### src/rtl/gpio_axil_if.sv
// AXI4-Lite slave bus bundle for the gpio_axil peripheral.
// Clock and reset are not carried here; they stay plain ports on the peripheral.
interface gpio_axil_if;
  logic [31:0] s_axi_awaddr;
  logic        s_axi_awvalid;
  logic        s_axi_awready;
  logic [31:0] s_axi_wdata;
  logic [3:0]  s_axi_wstrb;
  logic        s_axi_wvalid;
  logic        s_axi_wready;
  logic [1:0]  s_axi_bresp;
  logic        s_axi_bvalid;
  logic        s_axi_bready;
  logic [31:0] s_axi_araddr;
  logic        s_axi_arvalid;
  logic        s_axi_arready;
  logic [31:0] s_axi_rdata;
  logic [1:0]  s_axi_rresp;
  logic        s_axi_rvalid;
  logic        s_axi_rready;

  modport master (
    output s_axi_awaddr, s_axi_awvalid, s_axi_wdata, s_axi_wstrb, s_axi_wvalid,
    output s_axi_bready, s_axi_araddr, s_axi_arvalid, s_axi_rready,
    input  s_axi_awready, s_axi_wready, s_axi_bresp, s_axi_bvalid,
    input  s_axi_arready, s_axi_rdata, s_axi_rresp, s_axi_rvalid
  );

  modport slave (
    input  s_axi_awaddr, s_axi_awvalid, s_axi_wdata, s_axi_wstrb, s_axi_wvalid,
    input  s_axi_bready, s_axi_araddr, s_axi_arvalid, s_axi_rready,
    output s_axi_awready, s_axi_wready, s_axi_bresp, s_axi_bvalid,
    output s_axi_arready, s_axi_rdata, s_axi_rresp, s_axi_rvalid
  );
endinterface

### src/rtl/gpio_axil.sv
// AXI4-Lite GPIO peripheral: read-only IDR at 0x00, read/write ODR at 0x04 (aliased every 256 B).
// Define GPIO_IN_SYNC_EN to pass gpio_in through a 2-flop synchronizer before IDR.
module gpio_axil #(
  parameter int unsigned GPIO_WIDTH = 16,
  parameter logic [31:0] ODR_RESET  = 32'h0000_0000
) (
  input  logic                  s_axi_aclk,
  input  logic                  s_axi_areset,
  gpio_axil_if.slave            axi,
  input  logic [GPIO_WIDTH-1:0] gpio_in,
  output logic [GPIO_WIDTH-1:0] gpio_out
);

  typedef enum logic [1:0] {
    REG_IDR,
    REG_ODR,
    REG_NONE
  } reg_sel_e;

  localparam logic [1:0] RESP_OKAY   = 2'b00;
  localparam logic [1:0] RESP_SLVERR = 2'b10;

  function automatic reg_sel_e decode(input logic [5:0] word_off);
    case (word_off)
      6'h00:   decode = REG_IDR;
      6'h01:   decode = REG_ODR;
      default: decode = REG_NONE;
    endcase
  endfunction

  // Write-side state
  logic [31:0] odr_q, odr_d;
  logic        bvalid_q, bvalid_d;
  logic [1:0]  bresp_q, bresp_d;

  // Read-side state
  logic        rvalid_q, rvalid_d;
  logic [1:0]  rresp_q, rresp_d;
  logic [31:0] rdata_q, rdata_d;

  logic [GPIO_WIDTH-1:0] gpio_out_q;
  logic [GPIO_WIDTH-1:0] idr_src;
  logic                  wr_accept;
  logic                  rd_accept;
  reg_sel_e              wr_sel;
  reg_sel_e              rd_sel;

  // Only bits [7:2] of each address take part in decoding.
  logic unused_addr_bits;
  assign unused_addr_bits = ^{axi.s_axi_awaddr[31:8], axi.s_axi_awaddr[1:0],
                              axi.s_axi_araddr[31:8], axi.s_axi_araddr[1:0]};

`ifdef GPIO_IN_SYNC_EN
  logic [GPIO_WIDTH-1:0] sync1_q;
  logic [GPIO_WIDTH-1:0] sync2_q;

  always_ff @(posedge s_axi_aclk or posedge s_axi_areset) begin
    if (s_axi_areset) begin
      sync1_q <= '0;
      sync2_q <= '0;
    end else begin
      sync1_q <= gpio_in;
      sync2_q <= sync1_q;
    end
  end

  assign idr_src = sync2_q;
`else
  assign idr_src = gpio_in;
`endif

  // Ready is gated by reset so no handshake can complete while reset is held.
  assign wr_accept = !s_axi_areset && axi.s_axi_awvalid && axi.s_axi_wvalid && !bvalid_q;
  assign rd_accept = !s_axi_areset && axi.s_axi_arvalid && !rvalid_q;
  assign wr_sel    = decode(axi.s_axi_awaddr[7:2]);
  assign rd_sel    = decode(axi.s_axi_araddr[7:2]);

  // NOTE: every output of a combinational block gets a default first, so no path can infer a latch.
  always_comb begin
    odr_d    = odr_q;
    bresp_d  = bresp_q;
    bvalid_d = bvalid_q;

    if (bvalid_q && axi.s_axi_bready) begin
      bvalid_d = 1'b0;
    end

    if (wr_accept) begin
      bvalid_d = 1'b1;
      case (wr_sel)
        REG_ODR: begin
          for (int b = 0; b < 4; b++) begin
            if (axi.s_axi_wstrb[b]) begin
              odr_d[8*b +: 8] = axi.s_axi_wdata[8*b +: 8];
            end
          end
          bresp_d = RESP_OKAY;
        end
        REG_IDR: bresp_d = RESP_OKAY;
        default: bresp_d = RESP_SLVERR;
      endcase
    end
  end

  // Read data is taken from odr_q, so a read accepted with an ODR write sees the old value.
  always_comb begin
    rvalid_d = rvalid_q;
    rresp_d  = rresp_q;
    rdata_d  = rdata_q;

    if (rvalid_q && axi.s_axi_rready) begin
      rvalid_d = 1'b0;
    end

    if (rd_accept) begin
      rvalid_d = 1'b1;
      case (rd_sel)
        REG_IDR: begin
          rdata_d = 32'(idr_src);
          rresp_d = RESP_OKAY;
        end
        REG_ODR: begin
          rdata_d = odr_q;
          rresp_d = RESP_OKAY;
        end
        default: begin
          rdata_d = 32'h0000_0000;
          rresp_d = RESP_SLVERR;
        end
      endcase
    end
  end

  // NOTE: state registers use non-blocking assignments so every flop samples pre-edge values.
  always_ff @(posedge s_axi_aclk or posedge s_axi_areset) begin
    if (s_axi_areset) begin
      odr_q    <= ODR_RESET;
      bvalid_q <= 1'b0;
      bresp_q  <= RESP_OKAY;
    end else begin
      odr_q    <= odr_d;
      bvalid_q <= bvalid_d;
      bresp_q  <= bresp_d;
    end
  end

  always_ff @(posedge s_axi_aclk or posedge s_axi_areset) begin
    if (s_axi_areset) begin
      rvalid_q <= 1'b0;
      rresp_q  <= RESP_OKAY;
      rdata_q  <= 32'h0000_0000;
    end else begin
      rvalid_q <= rvalid_d;
      rresp_q  <= rresp_d;
      rdata_q  <= rdata_d;
    end
  end

  // NOTE: the pin register has its own reset value so the pins are defined before the first write.
  always_ff @(posedge s_axi_aclk or posedge s_axi_areset) begin
    if (s_axi_areset) begin
      gpio_out_q <= ODR_RESET[GPIO_WIDTH-1:0];
    end else begin
      gpio_out_q <= odr_q[GPIO_WIDTH-1:0];
    end
  end

  assign gpio_out          = gpio_out_q;
  assign axi.s_axi_awready = wr_accept;
  assign axi.s_axi_wready  = wr_accept;
  assign axi.s_axi_bvalid  = bvalid_q;
  assign axi.s_axi_bresp   = bresp_q;
  assign axi.s_axi_arready = rd_accept;
  assign axi.s_axi_rvalid  = rvalid_q;
  assign axi.s_axi_rresp   = rresp_q;
  assign axi.s_axi_rdata   = rdata_q;

endmodule

### src/flat_wrapper.sv
// flat-port wrapper written by rule: the top's interface ports become plain ports
module gpio_axil_flat 
#(
  parameter int unsigned GPIO_WIDTH = 16,
  parameter logic [31:0] ODR_RESET  = 32'h0000_0000
)
  (s_axi_aclk, s_axi_areset, gpio_in, gpio_out, axi_s_axi_awaddr, axi_s_axi_awvalid, axi_s_axi_wdata, axi_s_axi_wstrb, axi_s_axi_wvalid, axi_s_axi_bready, axi_s_axi_araddr, axi_s_axi_arvalid, axi_s_axi_rready, axi_s_axi_awready, axi_s_axi_wready, axi_s_axi_bresp, axi_s_axi_bvalid, axi_s_axi_arready, axi_s_axi_rdata, axi_s_axi_rresp, axi_s_axi_rvalid);
  gpio_axil_if axi_i ();
  input  logic s_axi_aclk;
  input  logic s_axi_areset;
  input  logic [GPIO_WIDTH-1:0] gpio_in;
  output logic [GPIO_WIDTH-1:0] gpio_out;
  input wire logic [$bits(axi_i.s_axi_awaddr)-1:0] axi_s_axi_awaddr;
  input wire logic [$bits(axi_i.s_axi_awvalid)-1:0] axi_s_axi_awvalid;
  input wire logic [$bits(axi_i.s_axi_wdata)-1:0] axi_s_axi_wdata;
  input wire logic [$bits(axi_i.s_axi_wstrb)-1:0] axi_s_axi_wstrb;
  input wire logic [$bits(axi_i.s_axi_wvalid)-1:0] axi_s_axi_wvalid;
  input wire logic [$bits(axi_i.s_axi_bready)-1:0] axi_s_axi_bready;
  input wire logic [$bits(axi_i.s_axi_araddr)-1:0] axi_s_axi_araddr;
  input wire logic [$bits(axi_i.s_axi_arvalid)-1:0] axi_s_axi_arvalid;
  input wire logic [$bits(axi_i.s_axi_rready)-1:0] axi_s_axi_rready;
  output wire logic [$bits(axi_i.s_axi_awready)-1:0] axi_s_axi_awready;
  output wire logic [$bits(axi_i.s_axi_wready)-1:0] axi_s_axi_wready;
  output wire logic [$bits(axi_i.s_axi_bresp)-1:0] axi_s_axi_bresp;
  output wire logic [$bits(axi_i.s_axi_bvalid)-1:0] axi_s_axi_bvalid;
  output wire logic [$bits(axi_i.s_axi_arready)-1:0] axi_s_axi_arready;
  output wire logic [$bits(axi_i.s_axi_rdata)-1:0] axi_s_axi_rdata;
  output wire logic [$bits(axi_i.s_axi_rresp)-1:0] axi_s_axi_rresp;
  output wire logic [$bits(axi_i.s_axi_rvalid)-1:0] axi_s_axi_rvalid;
  assign axi_i.s_axi_awaddr = axi_s_axi_awaddr;
  assign axi_i.s_axi_awvalid = axi_s_axi_awvalid;
  assign axi_i.s_axi_wdata = axi_s_axi_wdata;
  assign axi_i.s_axi_wstrb = axi_s_axi_wstrb;
  assign axi_i.s_axi_wvalid = axi_s_axi_wvalid;
  assign axi_i.s_axi_bready = axi_s_axi_bready;
  assign axi_i.s_axi_araddr = axi_s_axi_araddr;
  assign axi_i.s_axi_arvalid = axi_s_axi_arvalid;
  assign axi_i.s_axi_rready = axi_s_axi_rready;
  assign axi_s_axi_awready = axi_i.s_axi_awready;
  assign axi_s_axi_wready = axi_i.s_axi_wready;
  assign axi_s_axi_bresp = axi_i.s_axi_bresp;
  assign axi_s_axi_bvalid = axi_i.s_axi_bvalid;
  assign axi_s_axi_arready = axi_i.s_axi_arready;
  assign axi_s_axi_rdata = axi_i.s_axi_rdata;
  assign axi_s_axi_rresp = axi_i.s_axi_rresp;
  assign axi_s_axi_rvalid = axi_i.s_axi_rvalid;
  gpio_axil #(.GPIO_WIDTH(GPIO_WIDTH), .ODR_RESET(ODR_RESET)) u_core (.s_axi_aclk(s_axi_aclk), .s_axi_areset(s_axi_areset), .axi(axi_i), .gpio_in(gpio_in), .gpio_out(gpio_out));
endmodule
### config.mk
export PLATFORM = sky130hd
export DESIGN_NAME = gpio_axil_flat
export DESIGN_NICKNAME = d
export VERILOG_FILES = /design/src/rtl/gpio_axil_if.sv /design/src/rtl/gpio_axil.sv /design/src/flat_wrapper.sv
export SDC_FILE = /design/constraint.sdc
export NUM_CORES = 1
export LEC_CHECK = 0
export CAP_MARGIN = 30
export CORE_MARGIN = 5
export CORE_UTILIZATION = 40
export CTS_BUF_LIST = sky130_fd_sc_hd__clkbuf_4
export DETAILED_ROUTE_END_ITERATION = 10
export GPL_ROUTABILITY_DRIVEN = 0
export HOLD_SLACK_MARGIN = 0.12
export PLACE_DENSITY = 0.82
export REMOVE_ABC_BUFFERS = 1
export SYNTH_ARGS = -nofsm -noshare
export SYNTH_HDL_FRONTEND = slang
export SYNTH_SLANG_ARGS = --single-unit
### constraint.sdc
create_clock -name s_axi_aclk -period 3.2 [get_ports s_axi_aclk]
set_input_delay 0.64 -clock s_axi_aclk [delete_from_list [all_inputs] [get_ports s_axi_aclk]]
set_output_delay 0.64 -clock s_axi_aclk [all_outputs]
set_load 0.005 [all_outputs]
==> Word level (Yosys, flattened, before mapping) <==
Index checks and enable logic that the tools add are counted.
{ "word_totals": {"register_bits": 86, "inputBits": 123, "elab_cells": 45, "out_inout_bits": 57} }
{ "op_classes": {"n_eq_ne": 4, "n_reduce_logical": 22, "muxes": 9} }
{ "ops": {"columns": ["operator", "count"], "rows": [
  ["$pmux W32 S2", 1],
  ["$eq A6 B1 Y1 const B", 2],
  ["$logic_not A6 Y1", 2],
  ["$reduce_and A3 Y1", 4],
  ["$pmux W2 S2", 2],
  ["$logic_and A1 B1 Y1", 7],
  ["$eq A2 B1 Y1 const B", 2],
  ["$logic_not A2 Y1", 2],
  ["$mux W1", 4],
  ["$mux W2", 2],
  ["$reduce_bool A2 Y1", 2],
  ["$reduce_or A2 Y1", 2],
  ["$logic_not A1 Y1", 3]
]} }

==> Longest topological paths before layout <==
{ "logic_depth": {"depth_word": 5, "depth_mapped": 6, "mapped_depth_nobuf": 4} }

==> Worst setup path before layout <==
Ideal clock, no wire load.
{ "synth_path": {"kind": "in2reg", "startpoint": "input axi_s_axi_awaddr[5]", "endpoint": "register u_core.odr_q[24]", "setup_slack_ns": 0.908, "arrival_time_ns": 2.168, "setup_ns": 0.125, "required_ns": 3.075, "path_stages": 4, "n_path_buf": 1, "cell_sequence": "or4_1 -> buf_2 -> nor4_4 -> mux2_2"} }
{ "synth_via": {"elab_chain_len": 4, "elab_cells_between_ends": 5, "cone_classes": "eq/ne: 2; mux: 1; reduce/logical: 2"} }
{ "synth_lines": {"columns": ["item", "line_no", "source"], "rows": [
  ["start, declared", "flat_wrapper.sv:13", "input wire logic [$bits(axi_i.s_axi_awaddr)-1:0] axi_s_axi_awaddr;"],
  ["$eq A6 B1 Y1 or $logic_not A6 Y1 (tied branches)", "gpio_axil.sv:24", "case (word_off)"],
  ["$pmux W2 S2 (*)", "gpio_axil.sv:24", null],
  ["$eq A2 B1 Y1 (*)", "gpio_axil.sv:90", "case (wr_sel)"],
  ["$reduce_and A3 Y1 (no source line) (*)", null, null],
  ["end signal, assigned", "gpio_axil.sv:141", "odr_q <= odr_d;"],
  ["end, declared", "gpio_axil.sv:32", "logic [31:0] odr_q, odr_d;"]
]} }
Every way passes the cells marked *; elsewhere a longest branch is shown, timed or not.
A chain may end at the register's enable or synchronous reset.

==> Worst setup path after layout <==
{ "layout_path": {"startpoint": "input s_axi_areset", "endpoint": "output axi_s_axi_wready"} }
{ "layout_via": {"elab_chain_len": 4} }
{ "layout_lines": {"columns": ["item", "line_no", "source"], "rows": [
  ["start, declared", "flat_wrapper.sv:10", "input logic s_axi_areset;"],
  ["$logic_not A1 Y1", "gpio_axil.sv:73", "assign wr_accept = !s_axi_areset && axi.s_axi_awvalid && axi.s_axi_wvalid && !bvalid_q;"],
  ["$logic_and A1 B1 Y1 (3 in a row)", "gpio_axil.sv:73", null],
  ["end, declared", "flat_wrapper.sv:23", "output wire logic [$bits(axi_i.s_axi_wready)-1:0] axi_s_axi_wready;"]
]} }
No other way between the ends.

==> results list <==
- The run finished with clean final reports.
- Number of remaining DRC errors: 0
- STA classifies the critical path endpoint as an output pin.
- Number of iterations in the first detailed-routing pass: 4
- For this run, the number of Yosys warnings is 0.
* Flip-flop and latch count after synthesis: 84
- Peak ir drop on the vdd network: 0.201 mV
- The layout has 684 filler cells.
* Worst Hold Launch: u_core.odr_q[0]
- The share of the Yosys chip area taken by registers is 0.640.
* Total congestion overflow: 0
* Total negative slack for setup checks: 0 ps
- Final design instance area without fill: 4820 um^2
* Worst slew pin tran: 666 ps
- Reg2Reg Depth: 5
- The H-tree was split into 3 levels.
- Counting buffers and inverters, the worst setup path is 4 cells deep.
- CP Launch Point: s_axi_areset
- For this block, the initial DRC count from the detailed router was 52.
* Peak per-stage delay on the critical path: 560 ps
- Buffers inserted to repair hold after CTS numbered 0.
- Endpoint required time on the critical path: between 2000 and 3000 ps
- Between clock sinks in the finished design, the worst skew comes to 21.7 ps.
- Clock-pin slew was measured on the worst setup and hold paths at roughly 140 ps.
- Pin count of the biggest net entering global routing: 50
* Fin crit share: 0.915
- Commonest cells after routing, fill and taps aside: clkdlybuf4s50_1 (125), dfrtp_1 (84), nand2_1 (54)
- Starting density of the core: 0.406
- The worst hold path was traced through 0 stages.
- In this design, the largest share of critical-path delay is due to buffers and inverters.
- Global routing usage on met3: 0.0609
* Layout-stage area growth over the synthesis result: 46.9%
- At the worst endpoint, the arrival time is 2290 ps.
* DIE WIDTH: 101 um
- Critical-path cell list: clkdlybuf4s50_1, or4bb_1, inv_1, clkdlybuf4s50_1
- Beginning of the worst register-to-register path: u_core.axi.s_axi_bvalid
* Inst Count DP: between 400 and 500
- Type of the worst setup path: primary input to output pin
- Highest net fanout along the worst path: 3
- In this run, post-CTS repair resized a total of 0 instances.
- In this design, the critical path's most frequently occurring cell is clkdlybuf4s50_1.
* N_diodes: 0
- Library cells used by synthesis: 22
* WL/cell: 15.8 um
- Startpoint type of the worst setup path: primary input
- Antenna violation net count after detailed routing: 0
* Clock insertion delay at the later pin of the skew report: 420 ps
- In the global route stage, met2 resource usage came out at 0.248.
- Crit path buffers/inverters: 3
* Summed instance area of the synthesized netlist: 3280 um^2
* Total Power: between 1.5 and 2 mW
- For met1 alone, demand over resource in global routing was 0.207.
* Die height: between 100 and 150 um
- In the final layout, the share of cells above drive strength 1 is 0.158.
* Setup bufs post-CTS: 0
* Number of antenna violations at the first check in global routing: 0
- Counting every instance in the synthesized netlist gives 257.
- Average footprint of a synthesized cell: between 10 and 15 um^2
- In this run the count of I/O pins placed on the die edge is 180.
- DP Area: 4680 um^2
- Leakage: 2.17 nW
- Core occupancy in the finished layout: 0.596
* Overall track demand over capacity in global routing: 0.158
* Detailed placement HPWL: 5860 um
- For this run, the number of standard cells in the final layout without fillers is between 400 and 500.
- Static timing analysis puts the maximum clock frequency at roughly 0.34 GHz.
- The largest individual stage delay along the critical path comes from the cell or4bb_1.
- Clock Tree Root: clkbuf_4
- First-pass GRT wire length: 12,500 um
* Final slew viol count: 0
* Relative slew margins: 0.555
- Setup-violating endpoint count in the final report: 0
- In the final layout, flip-flops and latches occupy 2100 um^2.
- The multi-input combinational cells in the finished layout cover a total of approximately 1100 um^2.
- No sink is reached through more buffers than the 2 on the longest clock path.
- The clock drives 84 sinks.
- Most frequent standard cell in the layout excluding fill and tap cells: clkdlybuf4s50_1
- Counting I/O delays and the setup requirement, the final critical path takes between 2000 and 3000 ps.
- TritonCTS clock tree: yes
- Power density over the cells: 396 nW/um^2
- DR vias/cell: 4.88
- Number of vias in the routed layout: 2,427
- Buffers placed on the I/O ports in this run total 125.
- Final net count: 510
- Most congested layer reported by global routing: met2
* Number of buffers created by CTS: 9
* Die outline area: 10,100 um^2
* Unrepaired setup endpoints after global routing: no
- The tool flagged a number of max-cap violations equal to 0.
- The count of final hold-check violations was 0.
* Final WL: 7830 um
- Row cnt: 33
- The region available for standard cell placement spans 8090 um^2.
- The worst hold path belongs to the class register to register.
- Number of global-route vias before repair: 2,487
-- report_power, final --
part	internal [mW]	switching [mW]	leakage, nW
clock	0.247	0.354	0.0763
sequential	1.08	0.0115	1.16
combinational	0.126	0.0857	0.935
total	1.46	0.451	2.17
-- cells in the mapped netlist, drive strengths merged --
cell / instances / share of area
dfrtp: 84 / 0.64
nand2: 54 / 0.062
mux2: 32 / 0.11
o21ai: 19 / 0.029
mux2i: 16 / 0.049
o31ai: 16 / 0.037
clkbuf: 10 / 0.011
buf: 7 / 0.012
inv: 5 / 0.0057
nor4: 5 / 0.028
nor2: 2 / 0.0023
a31oi: 1 / 0.0019
clkinv: 1 / 0.0011
conb: 1 / 0.0011
nand3: 1 / 0.0015
or3b: 1 / 0.0027
or4: 1 / 0.0023
or4bb: 1 / 0.0034
-- kinds of logic after synthesis --
logic type | share of synthesized area
compound gates | 0.0675
other cells | 0.00114
buf+inv | 0.0305
simple gates | 0.102
flops | 0.640
mux | 0.159
-- layout make-up --
cell class                 count  area share
tap                          105      0.0273
inverter                       6     0.00493
timing repair buffer         135       0.278
multi-input combinational    151       0.225
clock buffer                  10      0.0156
sequential                    84       0.436
clock inverter                 6      0.0135
-- metrics by stage --
| stage | setup slack [ps] | hold WS, ps |
|---|---|---|
| 2_1_floorplan | 395 | 370 |
| 3_3_place_gp | 268 | 379 |
| 3_5_place_dp | 268 | 384 |
| 4_1_cts | 261 | 406 |
| 5_1_grt | 204 | 416 |
| 6_report | 271 | 399 |
-- metal layers --
layer,routed length [um],vias to the layer above
li1,-,1136
met1,3370,1193
met2,3670,90
met3,712,8
met4,71,0
met5,0,-
-- flip-flops by register name, indices dropped and copies added (netlist names) --
| signal | count |
|---|---|
| u_core.gpio_out | 16 |
| u_core.axi.s_axi_rresp | 1 |
| u_core.odr_q | 32 |
| u_core.axi.s_axi_bvalid | 1 |
| u_core.axi.s_axi_bresp | 1 |
| u_core.axi.s_axi_rdata | 32 |
| u_core.axi.s_axi_rvalid | 1 |
-- worst paths after layout --
path,endpoint,slack [ps]
min reg2reg,u_core.gpio_out[0],400
min,u_core.gpio_out[0],400
max,axi_s_axi_wready,270
max in group asynchronous,u_core.gpio_out[14],1840
min in group asynchronous,u_core.axi.s_axi_bvalid,670
max reg2reg,u_core.odr_q[6],1170
Note: power is estimated with default switching activity, not from simulation.
